File: config.mk
export PLATFORM = sky130hd
export DESIGN_NAME = factorial_seq_engine
export DESIGN_NICKNAME = d
export VERILOG_FILES = /design/src/rtl/factorial_pkg.sv /design/src/rtl/factorial_seq_engine_mul_step.sv /design/src/rtl/factorial_seq_engine.sv
export SDC_FILE = /design/constraint.sdc
export NUM_CORES = 1
export LEC_CHECK = 0
export CAP_MARGIN = 30
export CORE_MARGIN = 2
export CORE_UTILIZATION = 37
export CTS_CLUSTER_DIAMETER = 50
export DETAILED_ROUTE_END_ITERATION = 10
export PLACE_DENSITY = 0.56
export SLEW_MARGIN = 20
export SYNTH_ARGS = -nofsm -noshare
export SYNTH_HDL_FRONTEND = slang
export SYNTH_SLANG_ARGS = --single-unit
File: constraint.sdc
create_clock -name clk -period 7.04 [get_ports clk]
set_input_delay 2.112 -clock clk [delete_from_list [all_inputs] [get_ports clk]]
set_output_delay 2.112 -clock clk [all_outputs]
set_load 0.03 [all_outputs]
File: src/rtl/factorial_pkg.sv
// Shared types and width helpers for the sequential factorial engine.
package factorial_pkg;

  typedef enum logic [1:0] {IDLE, CALC, DONE} fact_state_t;

  localparam int FACT_IN_W  = 4;
  localparam int FACT_OUT_W = 32;

  // The step counter carries one extra bit so k = 2**IN_W is representable.
  function automatic int k_width(input int in_w);
    return in_w + 1;
  endfunction

  function automatic int prod_width(input int in_w, input int out_w);
    return out_w + in_w + 1;
  endfunction

endpackage

File: src/rtl/factorial_seq_engine_mul_step.sv
// One factorial step: acc*k truncated to OUT_W bits, plus a flag for lost upper bits.
module fact_mul_step
  import factorial_pkg::*;
#(
  parameter int IN_W  = FACT_IN_W,
  parameter int OUT_W = FACT_OUT_W
) (
  input  logic [OUT_W-1:0]          acc,
  input  logic [k_width(IN_W)-1:0]  k,
  output logic [OUT_W-1:0]          prod,
  output logic                      ovf_step
);

  localparam int P_W = prod_width(IN_W, OUT_W);

  logic [P_W-1:0] full;

  assign full     = P_W'(acc) * P_W'(k);
  assign prod     = full[OUT_W-1:0];
  assign ovf_step = |full[P_W-1:OUT_W];

endmodule

File: src/rtl/factorial_seq_engine.sv
// Multi-cycle factorial unit: one multiply per clock, valid/ready on both sides.
module factorial_seq_engine
  import factorial_pkg::*;
#(
  parameter int IN_W  = FACT_IN_W,
  parameter int OUT_W = FACT_OUT_W
) (
  input  logic             clk,
  input  logic             rst,
  input  logic             in_valid,
  output logic             in_ready,
  input  logic [IN_W-1:0]  n,
  output logic             out_valid,
  input  logic             out_ready,
  output logic [OUT_W-1:0] result,
  output logic             overflow,
  output logic             busy
);

  localparam int K_W = k_width(IN_W);

  fact_state_t      state_reg, state_next;
  logic [IN_W-1:0]  n_reg;
  logic [K_W-1:0]   k_reg;
  logic [OUT_W-1:0] acc_reg;
  logic             ovf_reg;
  logic [OUT_W-1:0] result_reg;
  logic             overflow_reg;

  logic [OUT_W-1:0] prod;
  logic             ovf_step;
  logic             calc_done;

  fact_mul_step #(.IN_W(IN_W), .OUT_W(OUT_W)) u_step (
    .acc      (acc_reg),
    .k        (k_reg),
    .prod     (prod),
    .ovf_step (ovf_step)
  );

  assign calc_done = (k_reg > {1'b0, n_reg});

  always_comb begin
    state_next = state_reg;
    case (state_reg)
      IDLE:    if (in_valid) state_next = CALC;
      CALC:    if (calc_done) state_next = DONE;
      DONE:    if (out_ready) state_next = IDLE;
      default: state_next = IDLE;
    endcase
  end

  always_ff @(posedge clk) begin
    if (rst) begin
      state_reg    <= IDLE;
      n_reg        <= '0;
      k_reg        <= '0;
      acc_reg      <= '0;
      ovf_reg      <= 1'b0;
      result_reg   <= '0;
      overflow_reg <= 1'b0;
    end else begin
      state_reg <= state_next;
      case (state_reg)
        IDLE: begin
          if (in_valid) begin
            n_reg   <= n;
            acc_reg <= OUT_W'(1);
            k_reg   <= K_W'(2);
            ovf_reg <= 1'b0;
          end
        end
        CALC: begin
          if (calc_done) begin
            result_reg   <= acc_reg;
            overflow_reg <= ovf_reg;
          end else begin
            acc_reg <= prod;
            ovf_reg <= ovf_reg | ovf_step;
            k_reg   <= k_reg + K_W'(1);
          end
        end
        default: ;
      endcase
    end
  end

  assign in_ready  = (state_reg == IDLE);
  assign out_valid = (state_reg == DONE);
  assign busy      = (state_reg == CALC) || (state_reg == DONE);
  assign result    = result_reg;
  assign overflow  = overflow_reg;

endmodule

==> results of run 1 <==
[critical path: cells and delay by family (launching register included)]
kind | cells | cell delay [ns]
muxes | 1 | 0.10
buffers and inverters | 2 | 0.11
and+or+nand+nor | 4 | 1.02
adders and majority gates | 4 | 1.91
AOI/OAI and AO/OA | 5 | 1.08
DFF | 1 | 0.95
[area by class of cell]
type | instances | area (sq um) | area share (%)
Clock inverter | 4 | 55.1 | 0.614
Clock buffer | 12 | 246 | 2.75
Timing Repair Buffer | 56 | 551 | 6.14
Sequential cell | 77 | 1540 | 17.2
Multi-Input combinational cell | 723 | 5720 | 63.7
Inverter | 137 | 514 | 5.73
Tap cell | 275 | 344 | 3.84
[power breakdown]
part	leakage, nW	total [mW]	switching, mW	internal (mW)
logic	3.28	0.438	0.334	0.104
registers	0.621	0.488	0.0360	0.452
clock network	0.144	0.496	0.208	0.288
[logic make-up (layout without fill, tap and decap cells)]
| group | after synthesis | count (layout) | share of synthesized area [%] |
|---|---|---|---|
| AO/OA/AOI/OAI | 185 | 185 | 14.7 |
| XOR/XNOR | 31 | 31 | 3.41 |
| adder cells (fa/ha/maj) | 143 | 143 | 31.0 |
| buffers and inverters | 187 | 209 | 8.87 |
| flip-flops | 77 | 77 | 19.4 |
| multiplexers | 2 | 2 | 0.252 |
| AND/OR/NAND/NOR | 362 | 362 | 22.4 |
[per-layer routing]
metal | global-route usage [%] | vias to the layer above | share of wire [%]
met5 | 0 | - | 0
met4 | 5.98 | 0 | 2.0
met3 | 2.27 | 21 | 3.1
met2 | 32.7 | 107 | 48
met1 | 25.6 | 3241 | 47
li1 | - | 3205 | -
[Yosys cell counts, types with 5 or more instances]
library cell,instances
o21ai_0,15
a21oi_1,88
and3_1,6
a21o_1,11
a31oi_1,7
nand2_1,145
nand3_1,28
nand4_1,9
nor3_1,5
and2_1,123
xnor2_1,19
nor2_1,33
o21ai_1,9
fa_1,90
o21a_1,6
inv_1,137
dfxtp_1,77
ha_1,53
a22oi_1,14
xor2_1,12
clkbuf_1,44
[worst max-delay path by stage]
stage                        endpoint  slack, ns  cells past startpoint
final                         ovf_reg       1.71                     16
after global routing          ovf_reg       1.32                     16
after CTS                     ovf_reg       1.69                     16
after detailed placement      ovf_reg       1.71                     16
after global placement        ovf_reg       1.75                     16
after floorplan           acc_reg[29]       2.29                     19
[cells in the final DEF (no fill, tap or decap), types with 15 or more instances in the layout]
master           synthesis  layout
and2_1                 123     123
nand3_1                 28      28
xnor2_1                 19      19
a21oi_1                 88      87
dfxtp_1                 77      77
nor2_1                  33      32
clkdlybuf4s50_1          0      42
ha_1                    53      53
o21ai_0                 15      15
inv_1                  137     137
fa_1                    90      90
nand2_1                145     145
[stage by stage]
| stage | total power [mW] | hold slack [ns] | area [sq um] |
|---|---|---|---|
| 3_5_place_dp | 0.940 | 0.446 | 8640 |
| 6_report | 1.42 | 0.454 | 8970 |
| 4_1_cts | 1.44 | 0.455 | 8940 |
| 2_1_floorplan | 0.761 | 0.436 | 7960 |
| 3_3_place_gp | 0.937 | 0.442 | 8620 |
| 5_1_grt | 1.50 | 0.470 | 8970 |
==> summary by stage, run 1 <==
Worst hold path
The number of cells traversed by the worst hold path is 2. For hold timing, the worst endpoint is result[27]. In this run the most critical hold path is launched from result[27]. The tightest min-delay check is of the reg2reg type.

Logic synthesis
The number of distinct library cells after synthesis is 53. The area share of the largest cell type after synthesis is 22.6%. The gate count of the mapped netlist is 987. The share of the Yosys chip area taken by registers is 19.4%.

The largest area contributor in the netlist is fa_1. The average instance in the mapped netlist occupies 8.06 sq um. The most used flip-flop cell after synthesis is dfxtp_1. When the netlist entered floorplanning its net count stood at 1138. The synthesized flop and latch total is 77. For this run, the number of Yosys warnings is 0. The count of flip-flops with a built-in enable after synthesis is 0. The fraction of registers with async set or reset after synthesis is 0%. The combined area of all synthesized cells is 7960 sq um. After synthesis, the cell types taking the most area are fa_1, dfxtp_1, and2_1, ha_1, nand2_1.

Timing
Subtracting the final worst setup slack from the clock period gives 5.33 ns. Headroom to the max-slew limit came out at 36.4%. Between clock sinks in the finished design, the worst skew comes to 0.0117 ns.

Static timing analysis puts the maximum clock frequency at 0.188 GHz. Setup total negative slack on the finished layout was measured at 0 ns. The final count of hold timing violations came to 0. The number of slew-limit violations in the final report is 0. The worst path uses 75.7% of the clock period.

The setup violation total in the final timing report is 0. Across all setup checks in the final design, the least slack found is 1.71 ns. Setup repair after global routing left no endpoint under its margin. The actual transition at the worst max-transition pin is 0.953 ns.

Floorplan
The total number of placement rows is 53. The floorplan step defined a core boundary enclosing 21100 sq um. The number of top-level pins is 44. The horizontal die dimension is 151 microns. The die covers 22700 sq um. The starting density of the core is 37.7%.

The y dimension of the die is 151 microns.

Pwr
The reported leakage power is 4.04 nW. For this design the ratio of total power to cell area is 159 nW/um^2. Across the VDD grid, the largest voltage drop is 145 uV.

Detailed routing
Before antenna repair, the detailed router went through 4 iterations. For this block, the routed nets add up to 20.2 mm of wire. The total via count in the routed design is 6574. In this run, the number of DRC markers left after iteration 0 of detailed routing was 354. Dividing the detail-routed wire length by the instance count gives 15.8 microns. For this run, design rule violations remaining after detail routing come to 0. In this run the remaining antenna-violating nets after routing total 0. The mean number of vias per cell is 5.12.

Layout
After the last flow step, the layout net total stands at 1155. The count of fill cells added during filler insertion is 2203. The number of antenna diodes in the final layout is 0. The number of standard cells in the layout, taps in and fillers out is 1284. The area growth from synthesis to layout is 12.7%. Cells fill 42.5% of the core in the end. The share of layout cells above drive strength 1 is 3.87%.

Global routing
The initial antenna violation count is 0. Entering global routing, the biggest net connects 36 pins. The first global-routing pass estimated 34.5 mm of wire. Global routing consumed, over all layers together, 19.2% of the routing resources. The number of global-route vias before repair is 6734.

The global route total overflow is 0.

CTS
TritonCTS created 9 clock buffers. At the later pin of the worst-skew pair, clock insertion delay measures 0.35 ns. The clock passes through at most 2 buffers.

The H-tree was split into 3 levels. The number of buffers inserted to repair setup after CTS is 0. The tree built by TritonCTS fans out to 77 sinks. The cell sitting at the root of the clock tree is a clkbuf_16. The quantity of hold-fixing buffers added after cts is 0. Gates resized during post-CTS repair numbered 0. After clock tree synthesis, the clock-pin slew on the worst setup and hold paths is 0.07 ns. The TritonCTS clock tree is done.

Worst setup path
The cell that appears most often on the critical path is fa_1. The stage delay of the slowest cell on the critical path is 0.95 ns. The register-to-register path setup slack is 1.71 ns. Along the worst path, the maximum fanout reaches 24. The worst setup path is captured at a flip-flop. The data arrival time at the worst-slack endpoint is 5.55 ns. The worst register-to-register path has a depth of 16. The startpoint identified for the worst register-to-register timing path is k_reg[4]. The element type at the critical path start is a flip-flop. Tracing the worst setup path back leads to its startpoint at k_reg[4]. STA puts the critical path data required time at 7.26 ns. The slowest library cell on the worst path is dfxtp_1. The setup path with the least slack is of type reg2reg. The endpoint identified for the worst register-to-register timing path is ovf_reg. The signal on the critical path passes through and2_1 > fa_1 > fa_1 > inv_1 > fa_1 > inv_1 > ha_1 > nand2_1 > or3_1 > o21ai_1 > a31oi_1 > o41a_1 > o21ai_1 > mux2i_1 > nor4_1 > a211oi_1.

Placed design
At the placement stage, the worst setup path has a slack of 1.71 ns. The number of placed instances, taps included, is 1266. The routability congestion estimate from global placement is 0.896. The HPWL reported at the end of detailed placement is 14.9 mm. The count of port buffers added during placement is 43.

Run status
The flow ran to the end, and the final reports show no timing, DRC or antenna violations.

Job
The max capacitance violation total is 0.
No activity file was read; power rests on OpenSTA's default activity.
==> run 2, diff against run 1 <==
--- a/config.mk
+++ b/config.mk
@@ -10,7 +10,7 @@
 export CORE_UTILIZATION = 37
 export CTS_CLUSTER_DIAMETER = 50
 export DETAILED_ROUTE_END_ITERATION = 10
-export PLACE_DENSITY = 0.56
+export PLACE_DENSITY = 0.58
 export SLEW_MARGIN = 20
 export SYNTH_ARGS = -nofsm -noshare
 export SYNTH_HDL_FRONTEND = slang
==> constraint.sdc (replaced) <==
create_clock -name clk -period 4.9 [get_ports clk]
set_input_delay 1.47 -clock clk [delete_from_list [all_inputs] [get_ports clk]]
set_output_delay 1.47 -clock clk [all_outputs]
set_load 0.03 [all_outputs]
==> run 2 against run 1 <==
Register-to-register slack worse by 1.5 ns. Clock skew down 0.0048 ns. Routed wire length grew 1.1%. Total power grew 50%. Critical endpoint is now acc_reg[29]. Count of clock-buffer cells in the layout fell by 2. Non-clock buffer count increased by 35. Design area grew 5.1%.
==> summary by stage, run 2 (synthesis gave the netlist of run 1 again) <==
Worst setup path
By instance count, the cell type seen most on the critical path is fa_1. The data arrival time at the worst-slack endpoint is 4.97 ns. The data required time of the worst path is 5.15 ns. Of all nets on the critical path, the largest fanout is 11.

Walking the worst path, the cells encountered are buf_12 > and2_1 > fa_1 > fa_1 > inv_1 > fa_1 > inv_1 > ha_4 > a21o_1 > nand4_1 > or3b_4 > a21bo_4 > a31oi_4 > o21a_2 > o21ai_2 > a31oi_4 > xnor2_1 > a22o_1. STA classifies the critical path startpoint as a flip-flop. The critical path contains buffers and inverters numbering 3 combined. The gate family responsible for the most delay along the worst path is adder cells. By startpoint and endpoint, the worst setup path is classified as reg2reg.

The slowest stage of the critical path is the fa_1 cell. For this run, the slowest stage of the critical path takes 0.55 ns. The worst setup path is captured at a flip-flop.

Timing
The actual transition at the worst max-transition pin is 0.712 ns. Between clock sinks in the finished design, the worst skew comes to 0.00685 ns. On the final layout, the worst hold slack is 0.452 ns. The final count of hold timing violations is 0. The number of slew-limit violations in the final report is 0.

The upper clock frequency limit is 0.212 GHz. The sum of negative setup slack is 0 ns. The worst path in the final design needs a cycle of 4.72 ns, including I/O delays and setup. The final cycle utilization of the critical path is 96.3%. The headroom to the max-slew limit is 52.5%. Setup slack closes at 0.184 ns. Setup violations remaining at the end of the flow were counted as 0.

Detailed routing
The first routing iteration left 293 violations. The post-detailed-route DRC marker count is 0. The total via count in the routed design is 6763. The number of iterations in the first detailed-routing pass is 5.

Dividing the detail-routed via count by the number of cells gives 5.13. The count of nets left with antenna violations once routing finished came out at 0. After detailed routing, the average wire length per cell comes to 15.5 microns. The total wirelength of the detailed-routed design is 20.5 mm.

Layout
From synthesis to final layout, the design area changed by 18.4%. The final core utilization is 44.7%. 0 antenna diodes ended up in the layout. The number of standard cells in the layout, taps in and fillers out is 1319. After routing the design area is 9420 sq um. The share of layout cells above drive strength 1 is 8.91%. The most common library cell in the layout ignoring fill and taps is nand2_1. The count of fill cells added during filler insertion is 2131. The top cell types in the final layout, fill and taps aside, are nand2_1, inv_1, and2_1. The number of nets in the layout is 1190.

Pwr
The power per unit of standard cell area is 226 nW/um^2. After layout, the design draws a total of 2.13 mW. The clock network burns 37.4% of the power.

The net switching power of the design is 0.821 mW. Combinational cells account for 30.1% of the total power. The portion of total power attributed to sequential cells is 32.5%. In this run switching power makes up 38.5% of total power. VDD sags by at most 207 uV. The reported leakage power is 4.23 nW. Cell internal power was estimated by the tool at 1.31 mW.

Placed design
The number of placed cells counting well taps is 1299. The routability congestion estimate from global placement is 0.954. The count of port buffers added during placement is 43. After detailed placement, the total cell area comes to 8880 sq um. At the placement stage, the worst setup path has a slack of 0.0124 ns. The HPWL reported at the end of detailed placement is 15.2 mm.

CTS
Clock-pin slew was measured on the worst setup and hold paths at 0.06 ns. Clock tree synthesis found a total of 77 sinks. The number of levels in the clock H-tree is 3.

The number of clock buffers added by TritonCTS is 9. The quantity of hold-fixing buffers added after cts is 0. The TritonCTS clock tree is done.

The clock reaches the later pin of the worst-skew pair after 0.35 ns. The maximum number of buffers from clock root to sink is 2. The CTS root buffer is clkbuf_16.

Floorplan
The core region is 21100 sq um. The number of top-level pins is 44. The horizontal die dimension is 151 microns. After floorplanning, the core was divided into 53 placement rows. The die outline area is 22700 sq um. The y dimension of the die is 151 microns. The initial utilization of the core area, before any placement, comes to 37.7%.

Global routing
Global routing consumed, on the met1 layer, 25.4% of the routing resources. Entering global routing, the biggest net connects 35 pins. The combined global-route utilization of all metal layers is 19.0%. The fraction of met3 tracks used by global routing is 2.27%. The number of global-route vias before repair came to 6846. The initial antenna violation count came to 0.

Global routing used 32.6% of the available met2 tracks. The global-route wire length before repair is 34.5 mm. The global route total overflow is 0. The busiest layer in global routing is met2.

Run status
The flow ran to the end, and the final reports show no timing, DRC or antenna violations.

Job
The max capacitance violation total is 0.

Worst hold path
The worst hold path belongs to the class reg2reg.
==> run 2: cell type report <==
class	instances	area, sq um	area share, %
Clock buffer	10	229	2.43
Clock inverter	6	111	1.18
Inverter	137	514	5.46
Multi-Input combinational cell	723	5870	62.3
Sequential cell	77	1550	16.5
Tap cell	275	344	3.65
Timing Repair Buffer	91	802	8.51
==> run 2: timing repair <==
| action | 4_1_cts | 5_1_grt |
|---|---|---|
| setup buffers | 0 | 4 |
| endpoints found under the setup margin | 3 | 7 |
| pin swaps | 0 | 7 |
| resized for setup | 2 | 32 |
==> run 2: per-layer routing <==
| metal | vias up | wire, microns | share of wire [%] |
|---|---|---|---|
| li1 | 3275 | - | - |
| met1 | 3362 | 9720 | 48 |
| met2 | 105 | 9860 | 48 |
| met3 | 21 | 549 | 2.7 |
| met4 | 0 | 323 | 1.6 |
| met5 | - | 0 | 0 |
==> run 2: worst min-delay path, stage by stage (launching register included) <==
cell	delay (ns)
dfxtp_1	0.31
nand2_1	0.05
a21oi_1	0.05
==> run 2: power by group through the flow <==
stage,logic (mW),registers [mW],clock network [mW]
after floorplan,0.410,0.683,0
after global placement,0.650,0.705,0
after detailed placement,0.649,0.707,0
after CTS,0.650,0.693,0.812
after global routing,0.706,0.696,0.833
final,0.641,0.691,0.797
==> run 2: final timing paths <==
path	start	endpoint	slack, ns	cells after the start
setup reg to reg	k_reg[2]	acc_reg[29]	0.18	18
hold / removal	result[13]	result[13]	0.45	2
hold reg to reg	result[13]	result[13]	0.45	2
setup / recovery	k_reg[2]	acc_reg[29]	0.18	18
